--- config.mk ---
export PLATFORM = sky130hd
export DESIGN_NAME = router_pkt_fifo
export DESIGN_NICKNAME = d
export VERILOG_FILES = /design/src/rtl/router_pkt_fifo.sv
export SDC_FILE = /design/constraint.sdc
export NUM_CORES = 1
export LEC_CHECK = 0
export CORE_AREA = 2 2 122 124
export DETAILED_ROUTE_END_ITERATION = 10
export DIE_AREA = 0 0 124 126
export HOLD_SLACK_MARGIN = 0.02
export PLACE_DENSITY = 0.69
export SYNTH_ARGS = -nofsm -noshare
export SYNTH_HDL_FRONTEND = slang
export SYNTH_SLANG_ARGS = --single-unit
--- constraint.sdc ---
create_clock -name clk -period 6.5 [get_ports clk]
set_input_delay 1.3 -clock clk [delete_from_list [all_inputs] [get_ports clk]]
set_output_delay 1.3 -clock clk [all_outputs]
set_load 0.1 [all_outputs]
--- src/rtl/router_pkt_fifo.sv ---
// Packet-aware synchronous FIFO for one router output port. Each word carries
// its header tag; the read side counts packet words and flags the parity word.
module router_pkt_fifo #(
    parameter int DATA_W    = 8,
    parameter int DEPTH     = 16,
    parameter int ADDR_W    = $clog2(DEPTH),
    parameter int AFULL_LVL = DEPTH - 2
) (
    input  logic              clk,
    input  logic              reset,
    input  logic              soft_reset,
    input  logic              write_enb,
    input  logic              lfd_state,
    input  logic [DATA_W-1:0] data_in,
    input  logic              read_enb,
    output logic [DATA_W-1:0] data_out,
    output logic              full,
    output logic              empty,
    output logic              almost_full,
    output logic [ADDR_W:0]   fill_count,
    output logic              pkt_done,
    output logic              ovf_err,
    output logic              udf_err
);

    localparam int CNT_W = DATA_W - 1;
    localparam logic [ADDR_W:0] DEPTH_V = (ADDR_W + 1)'(DEPTH);
    localparam logic [ADDR_W:0] AFULL_V = (ADDR_W + 1)'(AFULL_LVL);
    localparam logic [ADDR_W:0] PTR_ONE = (ADDR_W + 1)'(1);
    localparam logic [CNT_W-1:0] CNT_ONE = CNT_W'(1);

    // Bit DATA_W of each entry is the header tag sampled with the word.
    logic [DATA_W:0]     mem_q [DEPTH];

    logic [ADDR_W:0]     wr_ptr_q, wr_ptr_d;
    logic [ADDR_W:0]     rd_ptr_q, rd_ptr_d;
    logic [DATA_W-1:0]   data_out_q, data_out_d;
    logic [CNT_W-1:0]    pkt_cnt_q, pkt_cnt_d;
    logic                pkt_done_q, pkt_done_d;
    logic                ovf_q, ovf_d;
    logic                udf_q, udf_d;

    logic                wr_acc;
    logic                rd_acc;
    logic [DATA_W:0]     rd_word;
    logic [ADDR_W-1:0]   wr_idx;
    logic [ADDR_W-1:0]   rd_idx;

    assign wr_idx      = wr_ptr_q[ADDR_W-1:0];
    assign rd_idx      = rd_ptr_q[ADDR_W-1:0];
    assign rd_word     = mem_q[rd_idx];

    assign fill_count  = wr_ptr_q - rd_ptr_q;
    assign full        = (fill_count == DEPTH_V);
    assign empty       = (fill_count == '0);
    assign almost_full = (fill_count >= AFULL_V);

    assign data_out    = data_out_q;
    assign pkt_done    = pkt_done_q;
    assign ovf_err     = ovf_q;
    assign udf_err     = udf_q;

    always_comb begin
        wr_ptr_d   = wr_ptr_q;
        rd_ptr_d   = rd_ptr_q;
        data_out_d = data_out_q;
        pkt_cnt_d  = pkt_cnt_q;
        pkt_done_d = 1'b0;
        ovf_d      = ovf_q;
        udf_d      = udf_q;
        wr_acc     = 1'b0;
        rd_acc     = 1'b0;

        if (reset || soft_reset) begin
            // Flush: any same-cycle read or write is discarded.
            wr_ptr_d   = '0;
            rd_ptr_d   = '0;
            data_out_d = '0;
            pkt_cnt_d  = '0;
            ovf_d      = 1'b0;
            udf_d      = 1'b0;
        end else begin
            // Full blocks writes even when a read frees a slot this cycle.
            wr_acc = write_enb && !full;
            rd_acc = read_enb && !empty;

            if (write_enb && full)
                ovf_d = 1'b1;
            if (read_enb && empty)
                udf_d = 1'b1;

            if (wr_acc)
                wr_ptr_d = wr_ptr_q + PTR_ONE;

            if (rd_acc) begin
                rd_ptr_d   = rd_ptr_q + PTR_ONE;
                data_out_d = rd_word[DATA_W-1:0];
                if (rd_word[DATA_W]) begin
                    // Header: payload length plus the trailing parity word.
                    pkt_cnt_d = {1'b0, rd_word[DATA_W-1:2]} + CNT_ONE;
                end else if (pkt_cnt_q != '0) begin
                    pkt_cnt_d  = pkt_cnt_q - CNT_ONE;
                    pkt_done_d = (pkt_cnt_q == CNT_ONE);
                end
            end
        end
    end

    always_ff @(posedge clk) begin
        if (wr_acc)
            mem_q[wr_idx] <= {lfd_state, data_in};
    end

    always_ff @(posedge clk) begin
        if (reset) begin
            wr_ptr_q   <= '0;
            rd_ptr_q   <= '0;
            data_out_q <= '0;
            pkt_cnt_q  <= '0;
            pkt_done_q <= 1'b0;
            ovf_q      <= 1'b0;
            udf_q      <= 1'b0;
        end else begin
            wr_ptr_q   <= wr_ptr_d;
            rd_ptr_q   <= rd_ptr_d;
            data_out_q <= data_out_d;
            pkt_cnt_q  <= pkt_cnt_d;
            pkt_done_q <= pkt_done_d;
            ovf_q      <= ovf_d;
            udf_q      <= udf_d;
        end
    end

endmodule

[Yosys cells after proc, flatten, opt, wreduce, memory -nomap -nowiden]
Memories as Yosys holds them, arrays and structs flattened. A register that Yosys moved wholly into a read port is not among the register bits.
Cells that the tools add are included.
Word-level totals
  bits in registers: 28
  bits in latches: 0
  bits in writable memories: 144
  memory bits (read-only): 0
  input bits: 14
  memories: 1
Cells by class
  add/subtract/negate cells: 5
  $mul: 0
  divide/modulo/power cells: 0
  order comparisons: 1
  eq/ne operators: 2
  shift operators: 0
  multiplexer cells: 7
  bitwise logic cells: 2
  reductions and logical operators: 13
Memory list
  mem_q: depth 16, width 9, read ports 1, clocked after memory_dff 1, wr ports 1, line 33  | logic [DATA_W:0] mem_q [DEPTH];
Operators with widths (count)
  $mux 7: 2
  $add 5x1->5 const B: 2
  $mux 4: 2
  $add 6x1->7 const B: 1
  $eq 7x1->1 const B: 1
  $reduce_bool 7->1: 1
  $sub 7x1->7 const B: 1
  $eq 5x5->1 const B: 1
  $ge 5x4->1 const B: 1
  $logic_not 5->1: 1
  $reduce_or 5->1: 1
  $sub 5x5->5: 1
  $logic_and 1x1->1: 4
  $mux 1: 3
  $logic_not 1->1: 2
  $not 1->1: 2
  $reduce_and 2->1: 1
  $reduce_bool 2->1: 1
  $reduce_or 2->1: 1
  $logic_or 1x1->1: 1

[Depth between registers and ports, before layout]
  depth after elaboration: 7
  gate-level depth with buffers: 11
  gate-level depth less buffers: 10

[Least setup slack after synthesis]
OpenSTA, ideal clock, no wires.
  path type: flip-flop to output port
  start: register wr_ptr_q[0]
  end: output empty
  data arrival time: 3484 ps
  path slack: 1716 ps
  cell stages (with the launch flop): 8
  path buffers: 0
  cells stage by stage: dfxtp_1 -> inv_1 -> ha_1 -> fa_1 -> xnor2_2 -> nor4b_1 -> nor2_1 -> nor2_1
On the way
  word-level cells in the longest chain between the ends: 2
Ends and longest elaborated chain
  start, declared: line 35  | logic [ADDR_W:0] wr_ptr_q, wr_ptr_d;
  start signal, assigned: line 124  | wr_ptr_q <= wr_ptr_d;
  $sub 5x5->5: line 53  | assign fill_count = wr_ptr_q - rd_ptr_q;
  via fill_count[2]: line 20  | output logic [ADDR_W:0] fill_count,
  $logic_not 5->1: line 55  | assign empty = (fill_count == '0);
  end, declared: line 18  | output logic empty,
The timed path passes the listed nets, and every way through them passes these cells.

[Worst setup path after layout]
  start: register wr_ptr_q[0]
  end: output empty
On the way
  word-level cells in the longest chain between the ends: 2
Ends and longest elaborated chain (line)
  $sub 5x5->5: 53
  $logic_not 5->1: 55
Every way passes these cells.

==> results.md <==
- Final Max Tran Viols: 0
- Largest net degree at the start of global routing: 37
- Antenna viol nets, final: 0
- Final hold vios: 0
- Setup WS pre-CTS: 1810 ps
- Die height: 126 um
- Initial antenna violation count: 0
- CP Class: reg -> out
- Placer Congestion: 0.869
- Tcrit/Tclk final: 79.2%
- Post-synthesis sequential area ratio: 67.8%
- Part of the power in the clock network: 41.5%
- Worst hold path type: reg -> reg
- Max frequency: 194 MHz
- Worst hold start: udf_err
- Synth top area cells: edfxtp_1, mux4_2, dfxtp_1, ha_1, nor2_1
- I/O pin total: 33
- Nets: 507
- Fillcell total: 1101
- Area leader, netlist: edfxtp_1
- Status: completed
- Die width: 124 um
- Post-cts resize count: 0
- Reg2Reg Capture Point: mem_q[13][7]
- Syn-to-layout area delta: 15.7%
- Final setup violation count: 0
- Post-synth EDFFs: 144
- CTS clock-pin slew for the worst setup and hold paths: 60 ps
- FF+latch area: 4970 um2
- RSZ-0062 raised after global routing: no
- Ys Warns: 0
- Main synth FF type: edfxtp_1
- Hold Path Depth: 2
- Core area: 14300 um2
- Antenna cells: 0
- H-tree levels: 4
- Switch Pwr: 0.576 mW
- Slew of the pin with the lowest slew margin: 1390 ps
- Clk_lat worst skew: 430 ps
- Hold EP: udf_err
- Crit. End Element: output port
- Cells on worst reg2reg path: 10
- Dpl hpwl: 9.35 mm
- Inserted Clock Buffers: 17
- Gate power share: 9.9%
- Critical path arrival: 3850 ps
- Syn_area_per_cell: 16.9 um2
- Sw Share: 22.7%
- TritonCTS clock tree: yes
- P per Cell Area: 300 nW/um2
- Die ar.: 15600 um2
- Vias/cell: 5.89
- Num Clock Sinks: 176
- First-iteration detailed-routing DRC count: 367
- Fraction of layout cells with a size suffix above 1: 19.3%
- Clk buf depth: 2
- CP Max Fanout: 8
- #FFs+latches synth: 176
- Yosys cell types: 62
- Clock Skews: 16.4 ps
- Port-buffer cells: 32
- Sum of negative setup slack: 0 ps
- First-pass GRT wire length: 22.9 mm
- Overflow after GRT: 0
- Relative slew slack: 7.22%
- Critical Path RT: 5200 ps
- Share of power burned in registers: 48.6%
- Max IR drop VDD: 0.197 mV
- Via count: 3987
- DRT Pass-1 Iters: 5
- Synth Instances: 434
- Mapped Area: 7320 um2
- P_leak: 2.72 nW
- WL final: 15.0 mm
- Max_cap viols: 0
- Critical Path Start Type: flop
- Initial Util: 51.2%
- Period minus WS final: 5150 ps
- CP startpoint: wr_ptr_q[0]
- Vias in the first global route: 4027
- DRC Markers: 0
- Top-area cell type share of the netlist area: 59.0%
- Hold Buf Count CTS: 0
- Finished Cell Area: 8470 um2
- Clock root cell: clkbuf_16
- GRT Overall Usage: 20.8%
- Core Util, Final: 59.2%
- Syn_nets: 461
- Multi-input gate area: 2190 um2
- Post-synth ARST share: 0%
- Post-DP Area: 7850 um2
- Routed len/inst: 22.1 um
- Setup ws final: 1350 ps
- FP Rows: 44
- R2r setup slk: 2360 ps
- R2R Path Start: wr_ptr_q[0]
- Post-CTS setup buffer count: 0
- Cell internal pwr: 1.96 mW
==> synthesized netlist by cell type (all sizes together) (3+ instances only) <==
library cell / count
a211oi: 3
a21oi: 11
a22oi: 10
and2: 3
buf: 13
clkbuf: 5
dfxtp: 32
edfxtp: 144
ha: 12
inv: 14
mux2i: 11
mux4: 40
nand2: 11
nand2b: 4
nand3: 12
nand4: 3
nor2: 40
nor3: 9
o2111ai: 3
o21ai: 10
xnor2: 6
xor2: 6
==> worst max-delay path, cell delays in order (launching register included) <==
cell and delay (ps):
dfxtp_1 420, inv_1 120, ha_1 230, fa_1 420, nand2b_1 180, a21oi_1 220
xor2_2 340, inv_2 160, nor2_1 170, clkdlybuf4s50_1 1150
==> metrics by stage <==
step	power [mW]	cells	hold WS, ps
floorplan	1.45	434	445
global placement	1.50	645	451
detailed placement	1.51	645	462
CTS	2.56	677	481
global route	2.62	677	502
finish	2.54	677	476
==> how the worst max path moves through the flow <==
stage | cells after the start | to | slack [ps]
2_1_floorplan | 7 | empty | 1720
3_3_place_gp | 9 | empty | 1890
3_5_place_dp | 9 | empty | 1810
4_1_cts | 9 | empty | 1340
5_1_grt | 9 | empty | 1120
6_report | 9 | empty | 1350
==> registers in the layout (all words and copies together), names as in the netlist, named ones only <==
signal / flops
pkt_done: 1
data_out: 8
udf_err: 1
wr_ptr_q: 5
pkt_cnt_q: 7
mem_q: 144
rd_ptr_q: 5
ovf_err: 1
==> power by group through the flow <==
stage | Combinational [mW] | Clock [mW] | Sequential (mW)
6_report | 0.252 | 1.05 | 1.23
5_1_grt | 0.270 | 1.12 | 1.23
4_1_cts | 0.252 | 1.07 | 1.23
3_5_place_dp | 0.252 | 0 | 1.26
3_3_place_gp | 0.247 | 0 | 1.26
2_1_floorplan | 0.173 | 0 | 1.28
==> per-layer routing <==
layer,routed length (um),up-vias,global-route usage [%]
met5,0,-,0
met4,327,0,8.53
met3,720,19,5.43
met2,7430,116,32.9
met1,6520,2047,27.5
li1,-,1805,-
==> cell families after synthesis <==
family | synth area share, %
mux | 14.2
xor+xnor | 1.64
buf+inv | 2.34
fa+ha+maj | 2.32
compound gates | 4.99
flops | 67.8
simple gates | 6.75
==> area by class of cell <==
| cell class | count | share of cell area (%) |
|---|---|---|
| clock buffer | 22 | 5.36 |
| multi-input combinational | 226 | 25.8 |
| clock inverter | 10 | 1.91 |
| tap | 184 | 2.72 |
| timing repair buffer | 45 | 4.93 |
| inverter | 14 | 0.620 |
| sequential | 176 | 58.6 |
==> layout by cell type (no fill, tap or decap), types with 3 or more instances in the layout <==
| master | n |
|---|---|
| clkbuf_16 | 17 |
| xor2_1 | 5 |
| mux4_2 | 36 |
| a21oi_1 | 9 |
| dfxtp_1 | 31 |
| clkdlybuf4s50_1 | 32 |
| nor3_1 | 9 |
| o2111ai_1 | 3 |
| clkinvlp_4 | 3 |
| ha_1 | 12 |
| and2_1 | 3 |
| nor2_1 | 39 |
| bufinv_16 | 4 |
| xnor2_1 | 5 |
| nand2b_1 | 4 |
| a22oi_2 | 3 |
| edfxtp_1 | 144 |
| inv_1 | 13 |
| mux4_1 | 4 |
| o21ai_0 | 7 |
| a22oi_1 | 7 |
| mux2i_1 | 11 |
| nand3_1 | 12 |
| nand2_1 | 10 |
| nand4_1 | 3 |
| clkbuf_1 | 4 |
| buf_4 | 13 |
No activity file was read; power rests on OpenSTA's default activity.
